### src/rtl/dtree_pkg.sv
// Shared definitions for the sequential decision-tree evaluator: FSM states,
// default sizing and the node-word field placement.
package dtree_pkg;

    localparam int DEF_N_FEAT    = 5;
    localparam int DEF_FEAT_W    = 8;
    localparam int DEF_CLASS_W   = 5;
    localparam int DEF_N_NODES   = 32;
    localparam int DEF_MAX_DEPTH = 16;

    typedef enum logic [1:0] {
        S_IDLE,
        S_WALK,
        S_DONE
    } state_e;

    typedef enum logic [2:0] {
        NF_RIGHT,
        NF_LEFT,
        NF_THR,
        NF_SHIFT,
        NF_FIDX,
        NF_LEAF
    } node_field_e;

    // Node word, MSB to LSB: leaf, fidx, shift, thr, left, right.
    function automatic int node_lsb(input node_field_e f, input int fidx_w,
                                    input int sh_w, input int feat_w, input int addr_w);
        case (f)
            NF_RIGHT: return 0;
            NF_LEFT:  return addr_w;
            NF_THR:   return 2 * addr_w;
            NF_SHIFT: return 2 * addr_w + feat_w;
            NF_FIDX:  return 2 * addr_w + feat_w + sh_w;
            NF_LEAF:  return 2 * addr_w + feat_w + sh_w + fidx_w;
            default:  return 0;
        endcase
    endfunction

endpackage

### src/rtl/dtree_node_ram.sv
// Node table: one synchronous write port, one combinational read port,
// cleared to all-zero words by reset.
module dtree_node_ram #(
    parameter int DEPTH = 32,
    parameter int AW    = 5,
    parameter int DW    = 25
) (
    input  logic          clk,
    input  logic          rst_n,
    input  logic          i_we,
    input  logic [AW-1:0] i_waddr,
    input  logic [DW-1:0] i_wdata,
    input  logic [AW-1:0] i_raddr,
    output logic [DW-1:0] o_rdata
);

    localparam logic [AW:0] LP_DEPTH = (AW+1)'(DEPTH);

    logic [DW-1:0] r_mem [DEPTH];
    logic          w_wr_ok;
    logic          w_rd_ok;

    assign w_wr_ok = ({1'b0, i_waddr} < LP_DEPTH);
    assign w_rd_ok = ({1'b0, i_raddr} < LP_DEPTH);

    always_ff @(posedge clk or negedge rst_n) begin
        if (!rst_n) begin
            for (int i = 0; i < DEPTH; i++) r_mem[i] <= '0;
        end else if (i_we && w_wr_ok) begin
            r_mem[i_waddr] <= i_wdata;
        end
    end

    assign o_rdata = w_rd_ok ? r_mem[i_raddr] : '0;

endmodule

### src/rtl/dtree_seq_eval.sv
// Sequential decision-tree classifier: walks one node per cycle from root 0
// until a leaf, a malformed node, or the visit limit is hit.
module dtree_seq_eval
    import dtree_pkg::*;
#(
    parameter int N_FEAT    = DEF_N_FEAT,
    parameter int FEAT_W    = DEF_FEAT_W,
    parameter int CLASS_W   = DEF_CLASS_W,
    parameter int N_NODES   = DEF_N_NODES,
    parameter int MAX_DEPTH = DEF_MAX_DEPTH,
    localparam int ADDR_W   = $clog2(N_NODES),
    localparam int FIDX_W   = $clog2(N_FEAT),
    localparam int SH_W     = $clog2(FEAT_W),
    localparam int NODE_W   = 1 + FIDX_W + SH_W + FEAT_W + 2 * ADDR_W
) (
    input  logic                     clk,
    input  logic                     rst_n,
    input  logic [N_FEAT*FEAT_W-1:0] feat_i,
    input  logic                     in_valid_i,
    output logic                     in_ready_o,
    output logic                     out_valid_o,
    input  logic                     out_ready_i,
    output logic [CLASS_W-1:0]       class_o,
    output logic                     err_o,
    input  logic                     cfg_we_i,
    input  logic [ADDR_W-1:0]        cfg_addr_i,
    input  logic [NODE_W-1:0]        cfg_data_i,
    output logic                     cfg_ready_o
);

    localparam int OFF_RIGHT = node_lsb(NF_RIGHT, FIDX_W, SH_W, FEAT_W, ADDR_W);
    localparam int OFF_LEFT  = node_lsb(NF_LEFT,  FIDX_W, SH_W, FEAT_W, ADDR_W);
    localparam int OFF_THR   = node_lsb(NF_THR,   FIDX_W, SH_W, FEAT_W, ADDR_W);
    localparam int OFF_SHIFT = node_lsb(NF_SHIFT, FIDX_W, SH_W, FEAT_W, ADDR_W);
    localparam int OFF_FIDX  = node_lsb(NF_FIDX,  FIDX_W, SH_W, FEAT_W, ADDR_W);
    localparam int OFF_LEAF  = node_lsb(NF_LEAF,  FIDX_W, SH_W, FEAT_W, ADDR_W);
    localparam int DEP_W     = $clog2(MAX_DEPTH + 1);

    localparam logic [ADDR_W:0]  LP_NODES = (ADDR_W+1)'(N_NODES);
    localparam logic [FIDX_W:0]  LP_NFEAT = (FIDX_W+1)'(N_FEAT);
    localparam logic [DEP_W-1:0] LP_DLAST = DEP_W'(MAX_DEPTH - 1);

    state_e                         r_state;
    logic [N_FEAT-1:0][FEAT_W-1:0]  r_feat;
    logic [ADDR_W-1:0]              r_ptr;
    logic [DEP_W-1:0]               r_depth;
    logic [CLASS_W-1:0]             r_class;
    logic                           r_err;
    logic                           r_out_valid;

    logic [NODE_W-1:0]  w_node;
    logic               w_leaf;
    logic [FIDX_W-1:0]  w_fidx;
    logic [SH_W-1:0]    w_shift;
    logic [FEAT_W-1:0]  w_thr;
    logic [ADDR_W-1:0]  w_left;
    logic [ADDR_W-1:0]  w_right;
    logic [ADDR_W-1:0]  w_child;
    logic [FEAT_W-1:0]  w_feat;
    logic               w_fidx_ok;
    logic               w_child_ok;
    logic               w_last;
    logic               w_cfg_wr;

    // Writes are only taken in IDLE, so a walk always sees a stable table.
    assign w_cfg_wr = cfg_we_i && (r_state == S_IDLE);

    dtree_node_ram #(
        .DEPTH (N_NODES),
        .AW    (ADDR_W),
        .DW    (NODE_W)
    ) u_ram (
        .clk     (clk),
        .rst_n   (rst_n),
        .i_we    (w_cfg_wr),
        .i_waddr (cfg_addr_i),
        .i_wdata (cfg_data_i),
        .i_raddr (r_ptr),
        .o_rdata (w_node)
    );

    assign w_leaf  = w_node[OFF_LEAF];
    assign w_fidx  = w_node[OFF_FIDX  +: FIDX_W];
    assign w_shift = w_node[OFF_SHIFT +: SH_W];
    assign w_thr   = w_node[OFF_THR   +: FEAT_W];
    assign w_left  = w_node[OFF_LEFT  +: ADDR_W];
    assign w_right = w_node[OFF_RIGHT +: ADDR_W];

    assign w_fidx_ok = ({1'b0, w_fidx} < LP_NFEAT);

    always_comb begin
        w_feat = '0;
        if (w_fidx_ok) w_feat = r_feat[w_fidx];
    end

    assign w_child    = ((w_feat >> w_shift) <= w_thr) ? w_left : w_right;
    assign w_child_ok = ({1'b0, w_child} < LP_NODES);
    assign w_last     = (r_depth == LP_DLAST);

    always_ff @(posedge clk or negedge rst_n) begin
        if (!rst_n) begin
            r_state     <= S_IDLE;
            r_feat      <= '0;
            r_ptr       <= '0;
            r_depth     <= '0;
            r_class     <= '0;
            r_err       <= 1'b0;
            r_out_valid <= 1'b0;
        end else begin
            case (r_state)
                S_IDLE: begin
                    if (in_valid_i) begin
                        r_feat  <= feat_i;
                        r_ptr   <= '0;
                        r_depth <= '0;
                        r_state <= S_WALK;
                    end
                end
                S_WALK: begin
                    if (w_leaf) begin
                        r_class     <= w_thr[CLASS_W-1:0];
                        r_err       <= 1'b0;
                        r_out_valid <= 1'b1;
                        r_state     <= S_DONE;
                    end else if (!w_fidx_ok || !w_child_ok || w_last) begin
                        // r_depth counts finished visits, so w_last marks the final allowed one.
                        r_class     <= '0;
                        r_err       <= 1'b1;
                        r_out_valid <= 1'b1;
                        r_state     <= S_DONE;
                    end else begin
                        r_ptr   <= w_child;
                        r_depth <= r_depth + 1'b1;
                    end
                end
                S_DONE: begin
                    if (out_ready_i) begin
                        r_out_valid <= 1'b0;
                        r_state     <= S_IDLE;
                    end
                end
                default: r_state <= S_IDLE;
            endcase
        end
    end

    assign in_ready_o  = (r_state == S_IDLE);
    assign cfg_ready_o = (r_state == S_IDLE);
    assign out_valid_o = r_out_valid;
    assign class_o     = r_class;
    assign err_o       = r_err;

endmodule
### config.mk
export PLATFORM = sky130hd
export DESIGN_NAME = dtree_seq_eval
export DESIGN_NICKNAME = d
export VERILOG_FILES = /design/src/rtl/dtree_pkg.sv /design/src/rtl/dtree_node_ram.sv /design/src/rtl/dtree_seq_eval.sv
export SDC_FILE = /design/constraint.sdc
export NUM_CORES = 1
export LEC_CHECK = 0
export BUFFER_PORTS_ARGS = -buffer_cell sky130_fd_sc_hd__buf_2
export CAP_MARGIN = 25
export CORE_ASPECT_RATIO = 1.4
export CORE_MARGIN = 10
export CORE_UTILIZATION = 41
export CTS_BUF_LIST = sky130_fd_sc_hd__clkbuf_8
export DETAILED_ROUTE_END_ITERATION = 10
export GPL_ROUTABILITY_DRIVEN = 0
export GPL_TIMING_DRIVEN = 0
export PLACE_DENSITY_LB_ADDON = 0.12
export SKIP_LAST_GASP = 1
export SLEW_MARGIN = 15
export SYNTH_ARGS = -nofsm -noshare
export SYNTH_HDL_FRONTEND = slang
export SYNTH_HIERARCHICAL = 1
export SYNTH_SLANG_ARGS = --single-unit
### constraint.sdc
create_clock -name clk -period 5.4 [get_ports clk]
set_input_delay 0.27 -clock clk [delete_from_list [all_inputs] [get_ports clk]]
set_output_delay 0.27 -clock clk [all_outputs]
set_load 0.01 [all_outputs]
; ---- Word level (Yosys, flattened, before mapping)
; Index checks and enable logic that the tools add are counted.
[word_totals]
output_inout_bits = 9
wordCells = 103
reg_bits = 859
[classes]
eq_ne = 8
bitwise = 2
n_reduce_logical = 13
add_sub_neg = 1
magnitude_cmp = 6
muxes = 29
shifts = 1
[op_table]
columns = cell, n
row1 = $bwmux 800, 1
row2 = $bmux 25 s5, 1
row3 = $demux 25 s5, 1
row4 = $mux 25, 3
row5 = $mux 5, 8
row6 = $bmux 8 s3, 1
row7 = $pmux 5 s2, 2
row8 = $mux 8, 2
row9 = $ge 6x6->1 const B, 2
row10 = $not 5->6, 2
row11 = $le 8x8->1, 1
row12 = $mux 2, 4
row13 = $ne 2x2->1 const B, 4
row14 = $shr 8x3->8, 1
row15 = $lt 6x1->1 const B, 1
row16 = $pmux 2 s3, 1
row17 = $reduce_and 3->1, 2
row18 = $reduce_bool 2->1, 3
row19 = $add 5x1->5 const B, 1
row20 = $eq 5x4->1 const B, 1
row21 = $lt 3x4->1 const B, 1
row22 = $mux 1, 4
row23 = $reduce_and 2->1, 2
row24 = $reduce_and 4->1, 1
row25 = other kinds (9), 10

; ---- Logic depth before layout (Yosys ltp)
[logic_depth]
depth_word = 13
mapped_depth = 21

; ---- By module
; Netlist, hierarchy kept.
[by_module_without_submodules]
columns = module, cells_each, seq_area_each_um2, area_each_um2, n_inst
row1 = dtree_node_ram, 2703, 20019.2, 37230.7, 1
row2 = dtree_seq_eval, 322, 1476.4, 3465.8, 1

; ---- Worst setup path before layout
; No wires, ideal clock.
[synth_timing]
path_kind = reg-to-reg
startpoint = register r_ptr[1]
endpoint = register r_ptr[4]
t_arrival_ns = 3.837
n_path_buf = 5
path_slack_ns = 1.467
t_required_ns = 5.304
setup_ns = 0.096
path_stages_with_launch = 20
cell_sequence = dfrtp_1 -> buf_2 -> buf_4 -> buf_4 -> buf_4 -> mux2i_1 -> a22oi_1 -> a31oi_1 -> nand3_1 -> buf_2 -> or2_2 -> o22ai_1 -> o31ai_1 -> o221a_2 -> ha_1 -> nor2b_1 -> o211ai_1 -> a211oi_1 -> o21ai_0 -> a311oi_2
[synth_via]
elab_chain_cells = 13
[synth_lines]
columns = element, line
row1 = "start, declared", dtree_seq_eval.sv:45  ; logic [ADDR_W-1:0] r_ptr;
row2 = "start signal, assigned", dtree_seq_eval.sv:132  ; r_ptr <= w_child;
row3 = $not 5->6 (implied by the code) (*), dtree_node_ram.sv:34  ; assign o_rdata = w_rd_ok ? r_mem[i_raddr] : '0;
row4 = $bmux 25 s5 (*), dtree_node_ram.sv:34
row5 = $mux 25 (implied by the code) (*) (2 in a row), dtree_node_ram.sv:34
row6 = via w_node[21], dtree_seq_eval.sv:51  ; logic [NODE_W-1:0] w_node;
row7 = $bmux 8 s3, dtree_seq_eval.sv:93  ; if (w_fidx_ok) w_feat = r_feat[w_fidx];
row8 = $mux 8 (implied by the code), dtree_seq_eval.sv:93
row9 = $mux 8, dtree_seq_eval.sv:93
row10 = $shr 8x3->8, dtree_seq_eval.sv:96  ; assign w_child = ((w_feat >> w_shift) <= w_thr) ? w_left : w_right;
row11 = $le 8x8->1, dtree_seq_eval.sv:96
row12 = $mux 5, dtree_seq_eval.sv:96
row13 = $mux 5, dtree_seq_eval.sv:125  ; end else if (!w_fidx_ok || !w_child_ok || w_last) begin
row14 = $mux 5, dtree_seq_eval.sv:120  ; if (w_leaf) begin
row15 = $pmux 5 s2, dtree_seq_eval.sv:110  ; case (r_state)
; Mark *: on every way through the listed nets, which the timed path passes. The rest lies on a longest branch. The select of a mux whose other input is x is not followed.
; A chain may end at the register's enable or synchronous reset.

; ---- Final worst setup path
[layout_timing]
startpoint = register r_ptr[1]
endpoint = register r_ptr[4]
[layout_lines]
columns = element, line
row1 = $not 5->6 (implied by the code), dtree_node_ram.sv:34
row2 = $bmux 25 s5, dtree_node_ram.sv:34
row3 = $mux 25 (implied by the code) (2 in a row), dtree_node_ram.sv:34
row4 = via w_node[18], dtree_seq_eval.sv:51
row5 = $shr 8x3->8, dtree_seq_eval.sv:96
row6 = $le 8x8->1, dtree_seq_eval.sv:96
row7 = $mux 5, dtree_seq_eval.sv:96
row8 = $mux 5, dtree_seq_eval.sv:125
row9 = $mux 5, dtree_seq_eval.sv:120
row10 = $pmux 5 s2, dtree_seq_eval.sv:110
; The timed path passes the listed nets, and every way through them passes these cells. The select of a mux whose other input is x is not followed.

==> results.py <==
metrics = {
    "power": {
        "leakage_nw": 22.5,
        "power.density_nw_per_um2": 559,
        "peakVddDrop_uv": 393,
    },
    "critical_path": {
        "worstSetupStartpointType": "register",
        "regToRegSetupSlack_ns": 0.13,
        "r2r-start": "r_ptr[1]",
        "cp.required_ns": 6.14,
        "cp_slowest_cell": "a211oi_4",
        "cp.arrival_ns": 6.01,
        "cp_max_fo": 10,
        "crit_chain": "buf_2, buf_4, buf_2, clkbuf_4, mux2i_1, a22oi_1, nand3_1, nand3_1, buf_2, buf_4, inv_1, and3_1, o31ai_1, o311ai_0, o221a_2, ha_1, nor2b_1, o211ai_1, a211oi_4, o21ai_0, a311oi_2",
        "critPathTopFamily": "compound AO/OA/AOI/OAI gates",
        "worst_r2r_endpoint": "r_ptr[4]",
        "crit_buf_inv": 7,
        "end_kind": "register",
        "cpMostUsedCell": "buf_2",
        "worstSetupPathType": "register to register",
        "rr_worst_depth": 21,
        "max_stage_delay_ns": 0.41,
    },
    "run_status": {
        "run_status": "completed",
    },
    "routing": {
        "vias": 25700,
        "viasPerCell": 5.41,
        "drtPass1Iterations": 6,
        "routed_wl_mm": 121,
        "ant_nets": 0,
        "drt_iter0_markers": 1393,
        "route.detailed.drc": 0,
        "wire_per_inst_microns": 25.4,
    },
    "die": {
        "start_util": 0.414,
        "die_w_microns": 286,
        "rows": 136,
        "fp.coreArea_sq_um": 98400,
        "num_io_pins": 84,
        "die_y_microns": 393,
        "die_area_sq_um": 112000,
    },
    "synth": {
        "ys_ff_latch": 859,
        "syn_area_per_cell_sq_um": 13.5,
        "ys_types": 67,
        "synth_nets": 3110,
        "synth_area_leaders": "dfrtp_1 (53%), mux2_2 (20%), mux2i_1 (10%)",
        "yosys_warnings": 6,
        "yosysSeqAreaShare": 0.528,
        "yosysTopAreaCellShare": 0.528,
        "syn_inst": 3025,
        "yosysTopAreaCell": "dfrtp_1",
        "synth_area_sq_um": 40700,
        "yosysMostFrequentCell": "dfrtp_1",
        "async_reset_ff_frac": 1.00,
        "synth_edf_count": 0,
        "synthFlopType": "dfrtp_1",
        "ys_top_cells_by_count": "dfrtp_1 (859), mux2_2 (732), mux2i_1 (414)",
    },
    "global_route": {
        "antenna_found_initial": 1,
        "grt_pass1_vias": 28000,
        "grtUsageTotal": 0.214,
        "grt_first_pass_wirelength_mm": 179,
        "globalRouteOverflowTotal": 0,
        "grt_max_degree": 111,
    },
    "timing": {
        "hold_viol": 0,
        "fin_ws_ns": 0.126,
        "fin_crit_sh": 0.977,
        "max_slew.worst_pin.slew_ns": 0.894,
        "slew_violations": 0,
        "fin_crit_ns": 5.27,
        "fmax_mhz": 190,
        "slew_headroom": 0.399,
        "finalSetupViolCount": 0,
        "skew_ns": 0.0273,
        "hold_ws_ns": 0.0820,
    },
    "clocking": {
        "cts_tree": "yes",
        "cts-buffers-inserted": 141,
        "insertion_delay_ns": 0.84,
        "cts_max_path_buffers": 3,
        "clkSinkCount": 859,
        "cts_root_buffer": "clkbuf_8",
        "cts_max_level": 4,
        "clkTransAtPathRegs_ns": 0.07,
    },
    "finish": {
        "syn_to_final_growth_pct": 14.9,
        "fillers": 8903,
        "layout-drive-gt1-share": 0.368,
        "fin_nets": 3415,
    },
    "worst_hold_path": {
        "min_from": "cfg_addr_i[2]",
        "hold_depth": 4,
        "hold_class": "primary input to register",
        "worstHoldEndpoint": "u_ram/r_mem[77]",
    },
    "flow_run": {
        "drv_cap": 0,
    },
    "placed_design": {
        "dp.final_hpwl_mm": 92.6,
        "numPortBuffers": 79,
        "pre_cts_ws_ns": -1.10,
    },
}
-- what timing repair did --
action	in CTS	in global routing
gates resized for setup	42	52
hold buffers	70	0
setup endpoints to repair	5	5
pin swaps	1	2
hold endpoints to repair	204	0
setup buffers	3	1
-- per-layer routing --
metal,wire (microns),global-route usage
met5,0,0
met2,65200,0.401
met3,4070,0.0381
met1,46700,0.232
met4,4850,0.0916
-- kinds of logic (layout without fill, tap and decap cells) --
| logic type | count (synthesis) | in the layout | synth area share |
|---|---|---|---|
| buffers and inverters | 279 | 687 | 0.0365 |
| flip-flops | 859 | 859 | 0.528 |
| AND/OR/NAND/NOR | 314 | 314 | 0.0443 |
| multiplexers | 1263 | 1263 | 0.337 |
| other | 0 | 1 | 0 |
| XOR/XNOR | 2 | 2 | 0.000431 |
| AO/OA/AOI/OAI | 298 | 298 | 0.0507 |
| adder cells (fa/ha/maj) | 10 | 10 | 0.00307 |
-- stage by stage --
step	cells	power, mW	TNS (ns)	cell area, sq um	utilization
6_report	4745	26.1	0	46800	0.475
5_1_grt	4745	27.5	-0.00979	46800	0.475
4_1_cts	4743	26.2	0	46600	0.474
3_5_place_dp	4424	20.2	-4.85	43000	0.437
3_3_place_gp	4415	19.8	-	42700	0.434
2_1_floorplan	3025	16.4	0	40700	-
-- registers in the layout, summed over array words and instances (netlist names) --
| signal | count |
|---|---|
| u_ram/r_mem | 800 |
| r_feat | 40 |
| class_o | 5 |
| r_depth | 5 |
| r_ptr | 5 |
| r_state | 2 |
| err_o | 1 |
| out_valid_o | 1 |
-- worst max path at each step --
stage              from          endpoint  depth (start not counted)
2_1_floorplan  r_ptr[1]          r_ptr[4]                         19
3_3_place_gp      rst_n  u_ram/r_mem[644]                          1
3_5_place_dp   r_ptr[0]          r_ptr[4]                         17
4_1_cts        r_ptr[0]          r_ptr[4]                         20
5_1_grt        r_ptr[1]          r_ptr[4]                         21
6_report       r_ptr[1]          r_ptr[4]                         21
-- cell type report --
class | instances | area [sq um] | share of cell area
Sequential cell | 859 | 21500 | 0.460
Tap cell | 1311 | 1640 | 0.0351
Antenna cell | 1 | 2.50 | 0.0000535
Inverter | 15 | 56.3 | 0.00120
Multi-Input combinational cell | 1887 | 17800 | 0.380
Clock buffer | 178 | 2450 | 0.0524
Buffer | 264 | 1540 | 0.0330
Timing Repair Buffer | 162 | 1410 | 0.0302
Clock inverter | 68 | 372 | 0.00795
-- power by group --
part / internal (mW) / switching, mW
clock: 3.09 / 2.63
sequential: 8.35 / 1.02
combinational: 4.68 / 6.34
-- placed cells by master, fill, tap and decap left out, types with 6 or more instances in the layout --
cell type / Yosys / routed
a21oi_1: 86 / 86
nand3_1: 82 / 81
clkinvlp_4: 0 / 6
buf_16: 0 / 10
clkbuf_1: 111 / 85
clkbuf_8: 0 / 178
mux2_2: 732 / 732
nand2_2: 16 / 16
a22o_1: 55 / 55
inv_1: 15 / 65
ha_1: 10 / 10
dlygate4sd3_1: 0 / 69
mux2i_1: 414 / 413
nor2_8: 8 / 8
buf_4: 44 / 46
clkbuf_4: 0 / 12
buf_6: 24 / 31
nor2_1: 21 / 20
buf_2: 71 / 143
nand2b_1: 10 / 10
nand2_1: 91 / 91
a22oi_1: 79 / 79
mux2_1: 116 / 116
a31oi_1: 30 / 30
nor3_1: 32 / 28
clkinv_2: 0 / 8
o21ai_0: 16 / 14
nor2b_1: 8 / 7
nor2_2: 10 / 10
clkbuf_2: 2 / 25
dfrtp_1: 859 / 859
-- worst reg2reg max path, cell delays in order, from the launching register on --
cell and delay (ns):
dfrtp_1 0.39, buf_2 0.19, buf_4 0.20, buf_2 0.29, clkbuf_4 0.36, mux2i_1 0.14, a22oi_1 0.18, nand3_1 0.24
nand3_1 0.23, buf_2 0.23, buf_4 0.20, inv_1 0.13, and3_1 0.20, o31ai_1 0.29, o311ai_0 0.21, o221a_2 0.21
ha_1 0.30, nor2b_1 0.16, o211ai_1 0.17, a211oi_4 0.41, o21ai_0 0.18, a311oi_2 0.28
No activity file was read; power rests on OpenSTA's default activity.
